===== config.mk =====
export PLATFORM = sky130hd
export DESIGN_NAME = blink_rate_ctrl
export DESIGN_NICKNAME = d
export VERILOG_FILES = /design/src/rtl/blink_rate_ctrl.sv
export SDC_FILE = /design/constraint.sdc
export NUM_CORES = 1
export LEC_CHECK = 0
export ABC_AREA = 1
export CAP_MARGIN = 20
export CORE_MARGIN = 2
export CORE_UTILIZATION = 60
export CTS_CLUSTER_DIAMETER = 40
export DETAILED_ROUTE_END_ITERATION = 12
export GPL_TIMING_DRIVEN = 0
export HOLD_SLACK_MARGIN = 0.12
export MAX_ROUTING_LAYER = met4
export PLACE_DENSITY = 0.77
export SYNTH_ARGS = -nofsm -noshare
export SYNTH_HDL_FRONTEND = slang
export SYNTH_SLANG_ARGS = --single-unit

===== constraint.sdc =====
create_clock -name CLOCK_50 -period 4.8 [get_ports CLOCK_50]
set_input_delay 0.48 -clock CLOCK_50 [delete_from_list [all_inputs] [get_ports CLOCK_50]]
set_output_delay 0.48 -clock CLOCK_50 [all_outputs]
set_load 0.02 [all_outputs]

===== src/rtl/blink_rate_ctrl.sv =====
// -----------------------------------------------------------------------------
// blink_rate_ctrl
//
// Front-end control stage for the board LED blinker. It cleans up the raw
// push button, steps through four blink rates (one step per accepted press)
// and produces a one-cycle TICK clock-enable at the selected rate. The LED
// toggling stage uses TICK in place of its own free-running compare.
//
// Ports:
//   CLOCK_50  in   1  system clock, every flop is on its rising edge
//   RESET_N   in   1  asynchronous active-low reset
//   KEY_N     in   1  raw button, active low (0 = pressed), asynchronous
//   TICK      out  1  one-cycle pulse every PERIOD[RATE_SEL] cycles
//   RATE_SEL  out  2  current rate index 0..3
//   PRESS     out  1  one-cycle pulse per accepted press
//
// Parameters:
//   DEBOUNCE_CYCLES  consecutive stable cycles before a level change counts
//   PERIOD0..3       TICK period in cycles for rates 0..3
//   CNT_W            prescaler width, must hold max(PERIODn)-1
//   DB_W             debounce counter width, must hold DEBOUNCE_CYCLES-1
// -----------------------------------------------------------------------------
module blink_rate_ctrl #(
   parameter int unsigned DEBOUNCE_CYCLES = 500000,
   parameter int unsigned PERIOD0         = 25000000,
   parameter int unsigned PERIOD1         = 12500000,
   parameter int unsigned PERIOD2         = 6250000,
   parameter int unsigned PERIOD3         = 3125000,
   parameter int unsigned CNT_W           = 25,
   parameter int unsigned DB_W            = 19
) (
   input  logic       CLOCK_50,
   input  logic       RESET_N,
   input  logic       KEY_N,
   output logic       TICK,
   output logic [1:0] RATE_SEL,
   output logic       PRESS
);

   // Rate states; the encoding is exactly the RATE_SEL value.
   typedef enum logic [1:0] {
      R0 = 2'd0,
      R1 = 2'd1,
      R2 = 2'd2,
      R3 = 2'd3
   } rate_e;

   // Terminal counts, precomputed at the counter widths so the compares
   // below are plain equality tests.
   localparam logic [DB_W-1:0]  DB_LAST = DB_W'(DEBOUNCE_CYCLES - 1);
   localparam logic [CNT_W-1:0] P0_LAST = CNT_W'(PERIOD0 - 1);
   localparam logic [CNT_W-1:0] P1_LAST = CNT_W'(PERIOD1 - 1);
   localparam logic [CNT_W-1:0] P2_LAST = CNT_W'(PERIOD2 - 1);
   localparam logic [CNT_W-1:0] P3_LAST = CNT_W'(PERIOD3 - 1);

   // Synchronizer
   logic keyMeta_q;
   logic keySync_q;

   // Debouncer
   logic            stable_q;
   logic            stable_d;
   logic [DB_W-1:0] dbCount_q;
   logic [DB_W-1:0] dbCount_d;

   // Press detection
   logic stableDly_q;
   logic pressEdge;
   logic press_q;

   // Rate state machine
   rate_e rate_q;
   rate_e rate_d;

   // Prescaler
   logic [CNT_W-1:0] prescale_q;
   logic [CNT_W-1:0] prescale_d;
   logic [CNT_W-1:0] periodLast;
   logic             tick_q;
   logic             tick_d;

   // -------------------------------------------------------------------------
   // Two-flop synchronizer for the asynchronous button. Both flops reset to
   // the released level so a reset never looks like a press by itself; a
   // button that really is held through reset is then seen as a normal
   // 1 -> 0 change once the debouncer accepts it.
   // -------------------------------------------------------------------------
   always_ff @(posedge CLOCK_50 or negedge RESET_N) begin
      if (!RESET_N) begin
         keyMeta_q <= 1'b1;
         keySync_q <= 1'b1;
      end else begin
         keyMeta_q <= KEY_N;
         keySync_q <= keyMeta_q;
      end
   end

   // -------------------------------------------------------------------------
   // Debounce next-state. The counter only runs while the synchronized level
   // disagrees with the accepted level; any cycle of agreement throws the
   // partial count away. When the count reaches its terminal value the new
   // level is taken, which happens after DEBOUNCE_CYCLES consecutive
   // mismatching cycles.
   // -------------------------------------------------------------------------
   always_comb begin
      stable_d  = stable_q;
      dbCount_d = dbCount_q;
      if (keySync_q == stable_q) begin
         dbCount_d = '0;
      end else if (dbCount_q == DB_LAST) begin
         stable_d  = keySync_q;
         dbCount_d = '0;
      end else begin
         dbCount_d = dbCount_q + DB_W'(1);
      end
   end

   // -------------------------------------------------------------------------
   // Debounce state registers. The accepted level resets to released.
   // -------------------------------------------------------------------------
   always_ff @(posedge CLOCK_50 or negedge RESET_N) begin
      if (!RESET_N) begin
         stable_q  <= 1'b1;
         dbCount_q <= '0;
      end else begin
         stable_q  <= stable_d;
         dbCount_q <= dbCount_d;
      end
   end

   // -------------------------------------------------------------------------
   // Falling-edge detect on the debounced level. pressEdge is high during the
   // cycle right after stable drops; the same edge that registers it into
   // PRESS also advances the rate and restarts the prescaler, so all three
   // effects of a press line up on one clock edge. Releases are ignored.
   // -------------------------------------------------------------------------
   assign pressEdge = stableDly_q & ~stable_q;

   always_ff @(posedge CLOCK_50 or negedge RESET_N) begin
      if (!RESET_N) begin
         stableDly_q <= 1'b1;
         press_q     <= 1'b0;
      end else begin
         stableDly_q <= stable_q;
         press_q     <= pressEdge;
      end
   end

   // -------------------------------------------------------------------------
   // Rate state register.
   // -------------------------------------------------------------------------
   always_ff @(posedge CLOCK_50 or negedge RESET_N) begin
      if (!RESET_N) begin
         rate_q <= R0;
      end else begin
         rate_q <= rate_d;
      end
   end

   // -------------------------------------------------------------------------
   // Rate next-state: each accepted press steps R0 -> R1 -> R2 -> R3 and
   // wraps back to R0.
   // -------------------------------------------------------------------------
   always_comb begin
      rate_d = rate_q;
      if (pressEdge) begin
         unique case (rate_q)
            R0: rate_d = R1;
            R1: rate_d = R2;
            R2: rate_d = R3;
            R3: rate_d = R0;
            default: rate_d = R0;
         endcase
      end
   end

   // -------------------------------------------------------------------------
   // Terminal count of the prescaler for the rate currently in force.
   // -------------------------------------------------------------------------
   always_comb begin
      periodLast = P0_LAST;
      unique case (rate_q)
         R0: periodLast = P0_LAST;
         R1: periodLast = P1_LAST;
         R2: periodLast = P2_LAST;
         R3: periodLast = P3_LAST;
         default: periodLast = P0_LAST;
      endcase
   end

   // -------------------------------------------------------------------------
   // Prescaler next-state. The counter wraps at the terminal count and fires
   // TICK on that edge. A rate change takes priority: the counter restarts
   // from zero and TICK is held low even if this was the terminal count, so
   // the first tick at the new rate lands a full new period after the press.
   // -------------------------------------------------------------------------
   always_comb begin
      prescale_d = prescale_q + CNT_W'(1);
      tick_d     = 1'b0;
      if (pressEdge) begin
         prescale_d = '0;
      end else if (prescale_q == periodLast) begin
         prescale_d = '0;
         tick_d     = 1'b1;
      end
   end

   // -------------------------------------------------------------------------
   // Prescaler and TICK registers.
   // -------------------------------------------------------------------------
   always_ff @(posedge CLOCK_50 or negedge RESET_N) begin
      if (!RESET_N) begin
         prescale_q <= '0;
         tick_q     <= 1'b0;
      end else begin
         prescale_q <= prescale_d;
         tick_q     <= tick_d;
      end
   end

   assign TICK     = tick_q;
   assign PRESS    = press_q;
   assign RATE_SEL = rate_q;

endmodule


==> impl_metrics.json, run 1 <==
{
  "route.detailed.drc": 0,
  "crit_type": "flop to flop",
  "rsz0062_at_grt": "no",
  "multi_input_area_um2": 1620,
  "clockBufferDepth": 2,
  "synth_area_um2": 3150,
  "synthToLayoutAreaGrowth_pct": 9.24,
  "tns_ns": 0,
  "drt-total-wl_mm": 7.28,
  "drtPass1Iterations": 4,
  "cts.sinks": 52,
  "grt_pass1_wl_mm": 12.7,
  "cts_resized": 0,
  "io_buffers": 6,
  "synth-seq-cells": 52,
  "gr-total-overflow": 0,
  "min_from": "keyMeta_q",
  "critPathLaunchType": "flop",
  "totalPowerFinal_uw": 784,
  "antenna_left": 0,
  "avgRoutedWirePerCell_um": 13.5,
  "drt_iter0_drc": 156,
  "via_count": 2795,
  "timing.rr.end": "prescale_q[8]",
  "dp_hpwl_mm": 5.59,
  "synthTopCellsByCount": "nand2_1 (136), nor2_1 (100), inv_1 (52)",
  "async_flop_share_pct": 100,
  "dpl_worst_slack_ns": 2.53,
  "fin_skew_ns": 0.0107,
  "initial_core_util_pct": 62.2,
  "grt_pass1_vias": 2826,
  "htreeDepth": 2,
  "max_freq_ghz": 0.431,
  "cts_tree": "done",
  "cts_setup_buffers": 0,
  "r2r_slack_ns": 2.48,
  "end_kind": "flop",
  "power.leakage_nw": 1.57,
  "ys_top_cells_by_area": "dfrtp_1 (38%), nand2_1 (16%), nor2_1 (12%)",
  "clkTransAtPathRegs_ns": 0.10,
  "r2r_start": "RATE_SEL[1]",
  "cts_root_buf": "clkbuf_8",
  "drive_above_1_share_pct": 5.52,
  "syn_avg_cell_area_um2": 6.93,
  "endpoint": "prescale_q[8]",
  "peakVddDrop_mv": 0.160,
  "via_per_inst": 5.17,
  "yosysSeqAreaShare_pct": 41.4,
  "fp-row-count": 26,
  "synth-edff-count": 0,
  "worst_pin_slew_ns": 0.683,
  "utilization_pct": 67.9,
  "fp.dieW_um": 76.5,
  "drv_slew": 0,
  "setup_ws_ns": 2.48,
  "yosysMostFrequentCell": "nand2_1",
  "synth_largest_area_cell": "dfrtp_1",
  "slew_headroom_pct": 54.3,
  "die-area_um2": 5850,
  "startpoint": "RATE_SEL[1]",
  "syn_nets": 466,
  "fin_crit_sh_pct": 48.4,
  "worstPathRequired_ns": 5.01,
  "ys.flop_type": "dfrtp_1",
  "min_period_ns": 2.32,
  "die_h_um": 76.5,
  "p_per_area_nw_per_um2": 228,
  "critPathArrivalTime_ns": 2.54,
  "grt.total_usage_pct": 28.1,
  "seq_area_um2": 1310,
  "ys_types": 25,
  "gp_congestion": 0.917,
  "min_path_type": "flop to flop",
  "critPathMaxFanout": 12,
  "status": "completed",
  "synth-warning-count": 0,
  "finalSetupViolCount": 0,
  "nNetsFinal": 481,
  "synth_top_area_share_pct": 38.1,
  "hold_viol_final": 0,
  "antenna_found_initial": 0,
  "clock_latency_ns": 0.32,
  "holdBufCountCts": 1,
  "grt_max_degree": 38,
  "synthCells": 455,
  "cts_buffers": 5,
  "num-fill-cells": 483,
  "cap_viol_max_count": 0,
  "core_area_um2": 5070,
  "io_pins": 7,
  "rr_worst_depth": 13,
  "diodes": 0
}
==> stage by stage <==
step / instance area [um^2] / hold WS [ns] / cells
finish: 3450 / 0.367 / 541
floorplan: 3150 / 0.184 / 455
global route: 3450 / 0.374 / 541
global placement: 3300 / 0.346 / 531
CTS: 3450 / 0.367 / 541
detailed placement: 3320 / 0.351 / 532
==> cells in the final DEF, fill, tap and decap left out <==
cell,Yosys,routed
inv_2,2,2
nor2_2,1,1
xnor2_1,4,4
o22ai_1,1,1
inv_1,52,52
buf_2,1,2
a21oi_1,5,5
ha_1,8,8
nand2_1,136,136
dfrtp_1,48,48
inv_8,0,1
a31oi_1,1,1
clkbuf_8,0,5
bufinv_16,0,1
nand4_1,7,7
o21ai_1,3,3
nor3_1,17,17
buf_6,2,2
nand2_2,4,4
buf_12,0,1
clkdlybuf4s50_1,0,5
nor2_4,1,1
nor2_1,100,100
o21ai_0,14,14
dlygate4sd3_1,0,1
inv_6,0,1
and3_1,2,2
nand3_1,22,22
nor3_4,1,1
xor2_1,17,17
nor3b_1,2,2
dfstp_2,4,4
==> registers in the layout, summed over array words and instances, names as in the netlist <==
signal	cells
dbCount_q	19
PRESS	1
prescale_q	25
RATE_SEL	2
stableDly_q	1
stable_q	1
keyMeta_q	1
keySync_q	1
TICK	1
==> area by class of cell <==
type | instances | area share, %
plain buffers | 3 | 0.799
clock buffers | 5 | 2.00
clock inverters | 3 | 1.45
inverters | 54 | 5.88
multi-input cells | 346 | 46.9
flip-flops and latches | 52 | 37.9
well taps | 70 | 2.54
repair buffers | 8 | 2.47
==> power breakdown <==
| part | switching [mW] | leakage, nW | internal, mW |
|---|---|---|---|
| registers | 0.00198 | 0.695 | 0.441 |
| logic | 0.0135 | 0.810 | 0.00539 |
| clock network | 0.161 | 0.0607 | 0.161 |
| total | 0.176 | 1.57 | 0.608 |
==> worst min path at each step <==
stage                      endpoint  slack [ns]  cells after the start
after floorplan               PRESS        0.18                      0
after global placement    keySync_q        0.35                      0
after detailed placement  keySync_q        0.35                      0
after CTS                 keySync_q        0.37                      0
after global routing      keySync_q        0.37                      0
final                     keySync_q        0.37                      0
==> cells by family (layout without fill, tap and decap cells) <==
| logic type | after synthesis | count (layout) | share of synthesized area (%) |
|---|---|---|---|
| flops | 52 | 52 | 41.4 |
| simple gates | 293 | 293 | 38.4 |
| compound gates | 24 | 24 | 3.89 |
| fa+ha+maj | 8 | 8 | 3.17 |
| xor+xnor | 21 | 21 | 5.83 |
| buf+inv | 57 | 73 | 7.30 |
==> worst max-delay path: stages (launching register included) <==
cell and delay [ns]:
dfrtp_1 0.58, inv_1 0.16, ha_1 0.31, inv_2 0.17, nand2_1 0.10, nand2_1 0.08
nand2_1 0.06, inv_1 0.06, nand2_1 0.04, nor2_1 0.12, nand3_1 0.10, nand2_2 0.19
buf_6 0.18, nor2_1 0.06
==> routing by layer <==
| metal | up-vias | track usage (%) | part of all wire [%] |
|---|---|---|---|
| li1 | 1446 | - | - |
| met1 | 1277 | 31.8 | 42 |
| met2 | 52 | 50.2 | 52 |
| met3 | 20 | 4.03 | 3.3 |
| met4 | 0 | 10.9 | 2.9 |
| met5 | - | - | 0 |
No activity file was read; power rests on OpenSTA's default activity.
==> inputs of run 2 (changes only) <==
--- a/config.mk
+++ b/config.mk
@@ -8,13 +8,13 @@
 export ABC_AREA = 1
 export CAP_MARGIN = 20
 export CORE_MARGIN = 2
-export CORE_UTILIZATION = 60
+export CORE_UTILIZATION = 56
 export CTS_CLUSTER_DIAMETER = 40
 export DETAILED_ROUTE_END_ITERATION = 12
 export GPL_TIMING_DRIVEN = 0
 export HOLD_SLACK_MARGIN = 0.12
 export MAX_ROUTING_LAYER = met4
-export PLACE_DENSITY = 0.77
+export PLACE_DENSITY = 0.76
 export SYNTH_ARGS = -nofsm -noshare
 export SYNTH_HDL_FRONTEND = slang
 export SYNTH_SLANG_ARGS = --single-unit
==> constraint.sdc (replaced) <==
create_clock -name CLOCK_50 -period 1.9 [get_ports CLOCK_50]
set_input_delay 0.19 -clock CLOCK_50 [delete_from_list [all_inputs] [get_ports CLOCK_50]]
set_output_delay 0.19 -clock CLOCK_50 [all_outputs]
set_load 0.02 [all_outputs]
==> run 2 against run 1 <==
Worst setup slack lost 2.5 ns. Global-route usage shrank 2.8 points. Sequential cell count unchanged. Combinational power rose by 150%. Critical path type unchanged.
==> impl_metrics.json, run 2 (synthesis gave the netlist of run 1 again) <==
{
  "status": "completed",
  "end_kind": "flop",
  "initial_core_util_pct": 57.6,
  "worstPathRequired_ns": 2.11,
  "stdcell_count": 554,
  "core_area_um2": 5470,
  "fin_crit_sh_pct": 99.0,
  "most-common-layout-cells": "nand2_1 (128), nor2_1 (89), inv_1 (50)",
  "crit_type": "flop to flop",
  "regMostFlops": "prescale_q",
  "critPathLaunchType": "flop",
  "critPathMaxFanout": 6,
  "cts_root_buf": "clkbuf_8",
  "slew_headroom_pct": 60.4,
  "cts.sinks": 52,
  "critPathArrivalTime_ns": 2.10,
  "drt_iter0_drc": 209,
  "drv_slew": 0,
  "die-area_um2": 6250,
  "drive_above_1_share_pct": 13.3,
  "min_period_ns": 1.88,
  "via_per_inst": 5.36,
  "avgRoutedWirePerCell_um": 13.5,
  "clock_latency_ns": 0.32,
  "drtPass1Iterations": 5,
  "placed_area_um2": 3320,
  "nNetsFinal": 492,
  "rsz0062_at_grt": "yes",
  "io_buffers": 6,
  "whs_ns": 0.274,
  "gr-total-overflow": 0,
  "grt_max_degree": 38,
  "synthToLayoutAreaGrowth_pct": 15.9,
  "dp_hpwl_mm": 5.42,
  "antenna_found_initial": 0,
  "peakVddDrop_mv": 0.502,
  "finalSetupViolCount": 0,
  "htreeDepth": 2,
  "fp-row-count": 27,
  "power.leakage_nw": 1.61,
  "utilization_pct": 66.8,
  "gp_congestion": 0.971,
  "die_h_um": 79.1,
  "final_area_um2": 3660,
  "largest_reg_flops": 25,
  "hold_viol_final": 0,
  "clockBufferDepth": 2,
  "p_per_area_nw_per_um2": 501,
  "setup_ws_ns": 0.0181,
  "worst_pin_slew_ns": 0.591,
  "via_count": 2972,
  "min_path_type": "input port to flop",
  "diodes": 0,
  "grt_pass1_wl_mm": 12.1,
  "grt.total_usage_pct": 25.3,
  "io_pins": 7,
  "final_common_cell": "nand2_1",
  "grt_pass1_vias": 2739,
  "drt-total-wl_mm": 7.49,
  "cts_buffers": 5,
  "tns_ns": 0,
  "route.detailed.drc": 0,
  "fp.dieW_um": 79.1,
  "cts_tree": "done",
  "antenna_left": 0,
  "clkTransAtPathRegs_ns": 0.11,
  "totalPowerFinal_mw": 1.83,
  "dpl_worst_slack_ns": -0.196,
  "dp.cells": 534,
  "fin_skew_ns": 0.0110,
  "cap_viol_max_count": 0,
  "max_freq_ghz": 0.531
}
run 2: cell types whose count changed in the layout (fill, tap and decap cells not counted), moves of 2 or more:
| cell | change |
|---|---|
| dfrtp_1 | -2 |
| nand2_2 | +7 |
| buf_4 | +7 |
| ha_1 | -4 |
| inv_6 | +2 |
| dfrtp_2 | +2 |
| inv_4 | +2 |
| inv_1 | -2 |
| ha_4 | +4 |
| nor2_2 | +11 |
| buf_8 | +2 |
| nor2_1 | -11 |
| nand2_1 | -8 |
run 2: layout make-up:
cell class                 instances  area (um^2)
timing repair buffer              19          196
inverter                          54          213
fill                             503         1820
clock inverter                     3         25.0
multi-input combinational        346         1720
tap                               72         90.1
sequential                        52         1310
clock buffer                       5         68.8
buffer                             3         35.0
run 2: worst paths after layout:
kind	startpoint	endpoint	slack, ns	cells past startpoint
worst max register to register	RATE_SEL[1]	prescale_q[21]	0.02	12
min in group asynchronous	RESET_N	PRESS	0.31	2
worst min register to register	keyMeta_q	keySync_q	0.36	0
max in group asynchronous	RESET_N	stableDly_q	1.01	3
worst max-delay path	RATE_SEL[1]	prescale_q[21]	0.02	12
worst min-delay path	KEY_N	keyMeta_q	0.27	1
run 2: worst max-delay path, stage by stage (launching register included):
cell and delay (ns):
dfrtp_2 0.49, inv_4 0.08, ha_4 0.19, buf_4 0.14
nand2_1 0.07, nand2_2 0.06, nor2_2 0.11, nand2_1 0.06
nor2_1 0.08, nand3_1 0.11, nand2_4 0.17, clkbuf_16 0.18
nor2_2 0.03
run 2: report_power, final:
group / total [mW] / internal [mW] / switching (mW) / leakage (nW)
registers: 1.12 / 1.11 / 0.00445 / 0.692
logic: 0.0469 / 0.0135 / 0.0334 / 0.873
clock network: 0.668 / 0.269 / 0.398 / 0.0452
total: 1.83 / 1.40 / 0.436 / 1.61
run 2: repair_timing:
item / CTS / global route
resized for setup: 6 / 34
pin swaps: 0 / 5
hold buffers: 1 / 0
endpoints found under the setup margin: 23 / 20
setup buffers: 3 / 7
endpoints found under the hold margin: 15 / 0
cloned: 0 / 1
run 2: per-layer routing:
metal  vias to the layer above  share of wire, %  track usage, %  wire [um]
met5                         -                 0               -          0
met4                         0               4.2            11.7        314
met3                        33               4.6            3.52        344
met2                       110                49            44.1       3700
met1                      1363                42            29.0       3130
li1                       1466                 -               -          -
==> inputs of run 3 (changes only) <==
--- a/config.mk
+++ b/config.mk
@@ -5,16 +5,16 @@
 export SDC_FILE = /design/constraint.sdc
 export NUM_CORES = 1
 export LEC_CHECK = 0
-export ABC_AREA = 1
+export ABC_AREA = 0
 export CAP_MARGIN = 20
 export CORE_MARGIN = 2
-export CORE_UTILIZATION = 56
+export CORE_UTILIZATION = 55
 export CTS_CLUSTER_DIAMETER = 40
 export DETAILED_ROUTE_END_ITERATION = 12
 export GPL_TIMING_DRIVEN = 0
 export HOLD_SLACK_MARGIN = 0.12
 export MAX_ROUTING_LAYER = met4
-export PLACE_DENSITY = 0.76
+export PLACE_DENSITY = 0.75
 export SYNTH_ARGS = -nofsm -noshare
 export SYNTH_HDL_FRONTEND = slang
 export SYNTH_SLANG_ARGS = --single-unit
==> run 3 against run 2 <==
The run now ends with setup timing left. Total power decreased by 0.18%. Highest routed layer unchanged. Non-clock buffer count increased by 1. Cell count decreased by 38%. Critical path type unchanged. Fmax decreased by 12%. Largest power group unchanged. Combinational power increased by 4%. Clock skew decreased by 0.0038 ns.
==> impl_metrics.json, run 3 <==
{
  "synth_compound_area_share_pct": 3.48,
  "fin_crit_sh_pct": 113,
  "status": "finished, violations left",
  "synth-edff-count": 0,
  "via_count": 1957,
  "avgRoutedWirePerCell_um": 15.3,
  "synth_largest_area_cell": "dfrtp_1",
  "ys.flop_type": "dfrtp_1",
  "nNetsFinal": 300,
  "critical-path-slowest-cell": "dfrtp_2",
  "peakVddDrop_mv": 0.303,
  "synth_area_um2": 2630,
  "gp_congestion": 0.831,
  "setup_ws_ns": -0.247,
  "synth-warning-count": 0,
  "p_per_area_nw_per_um2": 577,
  "synth_top_family_by_area": "simple AND/OR/NAND/NOR gates",
  "final_common_cell": "dfrtp_1",
  "via_per_inst": 5.69,
  "rr_worst_depth": 7,
  "htreeDepth": 2,
  "hold_end": "keyMeta_q",
  "initial_core_util_pct": 56.3,
  "grt.total_usage_pct": 21.9,
  "die-area_um2": 5340,
  "yosysSeqAreaShare_pct": 49.7,
  "cts_root_buf": "clkbuf_8",
  "drt-total-wl_mm": 5.28,
  "crit_cells": 7,
  "drv_slew": 0,
  "io_pins": 7,
  "max_freq_ghz": 0.466,
  "fp-row-count": 25,
  "clock_latency_ns": 0.31,
  "async_flop_share_pct": 100,
  "r2r_slack_ns": -0.25,
  "end_kind": "flop",
  "worstPathRequired_ns": 2.11,
  "critPathLaunchType": "flop",
  "totalPowerFinal_mw": 1.83,
  "power.leakage_nw": 1.27,
  "drt_iter0_drc": 142,
  "gr-total-overflow": 0,
  "critPathMaxFanout": 6,
  "fin_skew_ns": 0.00716,
  "io_buffers": 6,
  "drive_above_1_share_pct": 25.5,
  "whs_ns": 0.273,
  "min_from": "KEY_N",
  "most-common-layout-cells": "dfrtp_1 (46), nor2_1 (42), xnor2_1 (23)",
  "hold_viol_final": 0,
  "rsz0062_at_grt": "yes",
  "synth-seq-cells": 52,
  "clkTransAtPathRegs_ns": 0.10,
  "timing.rr.end": "prescale_q[11]",
  "synthCells": 266,
  "critPathArrivalTime_ns": 2.35,
  "r2r_start": "RATE_SEL[1]",
  "violations": "setup timing",
  "core_area_um2": 4660,
  "synthXorXnorAreaFrac_pct": 13.7,
  "path_buf_inv": 1,
  "route.detailed.drc": 0,
  "synthToLayoutAreaGrowth_pct": 20.7,
  "num-fill-cells": 348,
  "multi_input_area_um2": 1450,
  "drtPass1Iterations": 4,
  "largest_reg_flops": 25,
  "crit_type": "flop to flop",
  "ys_top_cells_by_area": "dfrtp_1 (46%), nor2_1 (8.3%), xnor2_1 (7.7%)",
  "grt_pass1_wl_mm": 8.65,
  "cts_tree": "done",
  "synthTopCellsByCount": "nor2_1 (58), dfrtp_1 (48), xnor2_1 (23)",
  "grt_max_degree": 34,
  "syn_nets": 277,
  "critPathTopFamily": "compound AO/OA/AOI/OAI gates",
  "worst_pin_slew_ns": 0.830,
  "synthAdderAreaFrac_pct": 3.81,
  "regMostFlops": "prescale_q",
  "cts.sinks": 52,
  "synth_top_area_share_pct": 45.7,
  "die_h_um": 73.1,
  "yosysMostFrequentCell": "nor2_1",
  "synth-simple-area-share_pct": 26.0,
  "antenna_left": 0,
  "min_period_ns": 2.15,
  "diodes": 0,
  "finalSetupViolCount": 24,
  "cap_viol_max_count": 0,
  "slew_headroom_pct": 44.3,
  "crit_path_max_incr_delay_ns": 0.51,
  "grt_pass1_vias": 1834,
  "dpl_worst_slack_ns": -0.294,
  "syn_avg_cell_area_um2": 9.87,
  "clockBufferDepth": 2,
  "hold_depth": 1,
  "min_path_type": "input port to flop",
  "fp.dieW_um": 73.1,
  "cts_buffers": 5,
  "ys_types": 35,
  "crit_chain": "ha_4, or4_4, a2bb2oi_2, o2111ai_2, o21bai_4, buf_6, nor2_1",
  "dp_hpwl_mm": 3.32,
  "muxShareOfSynthArea_pct": 0.429,
  "antenna_found_initial": 0,
  "seq_area_um2": 1310
}
-- run 3: worst max-delay path by stage --
| stage | slack (ns) | end | from |
|---|---|---|---|
| floorplan | -0.1 | prescale_q[10] | RATE_SEL[0] |
| global placement | -1.08 | RATE_SEL[0] | RESET_N |
| detailed placement | -0.29 | dbCount_q[12] | dbCount_q[0] |
| CTS | -0.18 | prescale_q[4] | RATE_SEL[1] |
| global route | -0.31 | prescale_q[11] | RATE_SEL[0] |
| finish | -0.25 | prescale_q[11] | RATE_SEL[1] |
-- run 3: per-layer routing --
layer  vias to the layer above  track usage [%]  share of wire, %
met4                         0             6.58               1.2
li1                        946                -                 -
met5                         -                -                 0
met3                         6             4.14               4.0
met1                       970             31.1                47
met2                        35             31.7                47
-- run 3: kinds of logic (layout without fill, tap and decap cells) --
family,count (synthesis),after routing
multiplexers,1,1
flip-flops,52,52
buffers and inverters,16,40
adder cells (fa/ha/maj),8,8
XOR/XNOR,41,41
AND/OR/NAND/NOR,137,137
AO/OA/AOI/OAI,11,11
-- run 3: final cells by class --
type | count | share of cell area, %
Buffer | 5 | 1.10
Inverter | 9 | 1.22
Timing Repair Buffer | 18 | 5.52
Multi-Input combinational cell | 198 | 45.8
Clock inverter | 3 | 0.789
Clock buffer | 5 | 2.17
Sequential cell | 52 | 41.3
Tap cell | 54 | 2.13
-- run 3: per-stage QoR --
stage,cells,area [um^2],setup TNS [ns],util (%)
2_1_floorplan,266,2670,-1.99,-
3_3_place_gp,326,2800,-51.88,60.1
3_5_place_dp,327,2820,-8.37,60.4
4_1_cts,344,3070,-4.11,65.9
5_1_grt,344,3170,-6.84,68.0
6_report,344,3170,-5.42,68.0
-- run 3: what timing repair did --
action | CTS | global route
hold buffers | 1 | 0
setup buffers | 7 | 1
setup endpoints to repair | 33 | 35
pin swaps | 6 | 4
hold endpoints to repair | 17 | 0
gates cloned | 2 | 0
gates resized for setup | 21 | 25
-- run 3: power breakdown --
group          internal, mW  switching, mW
sequential             1.12        0.00630
clock                 0.269          0.391
combinational        0.0152         0.0333
total                  1.40          0.431
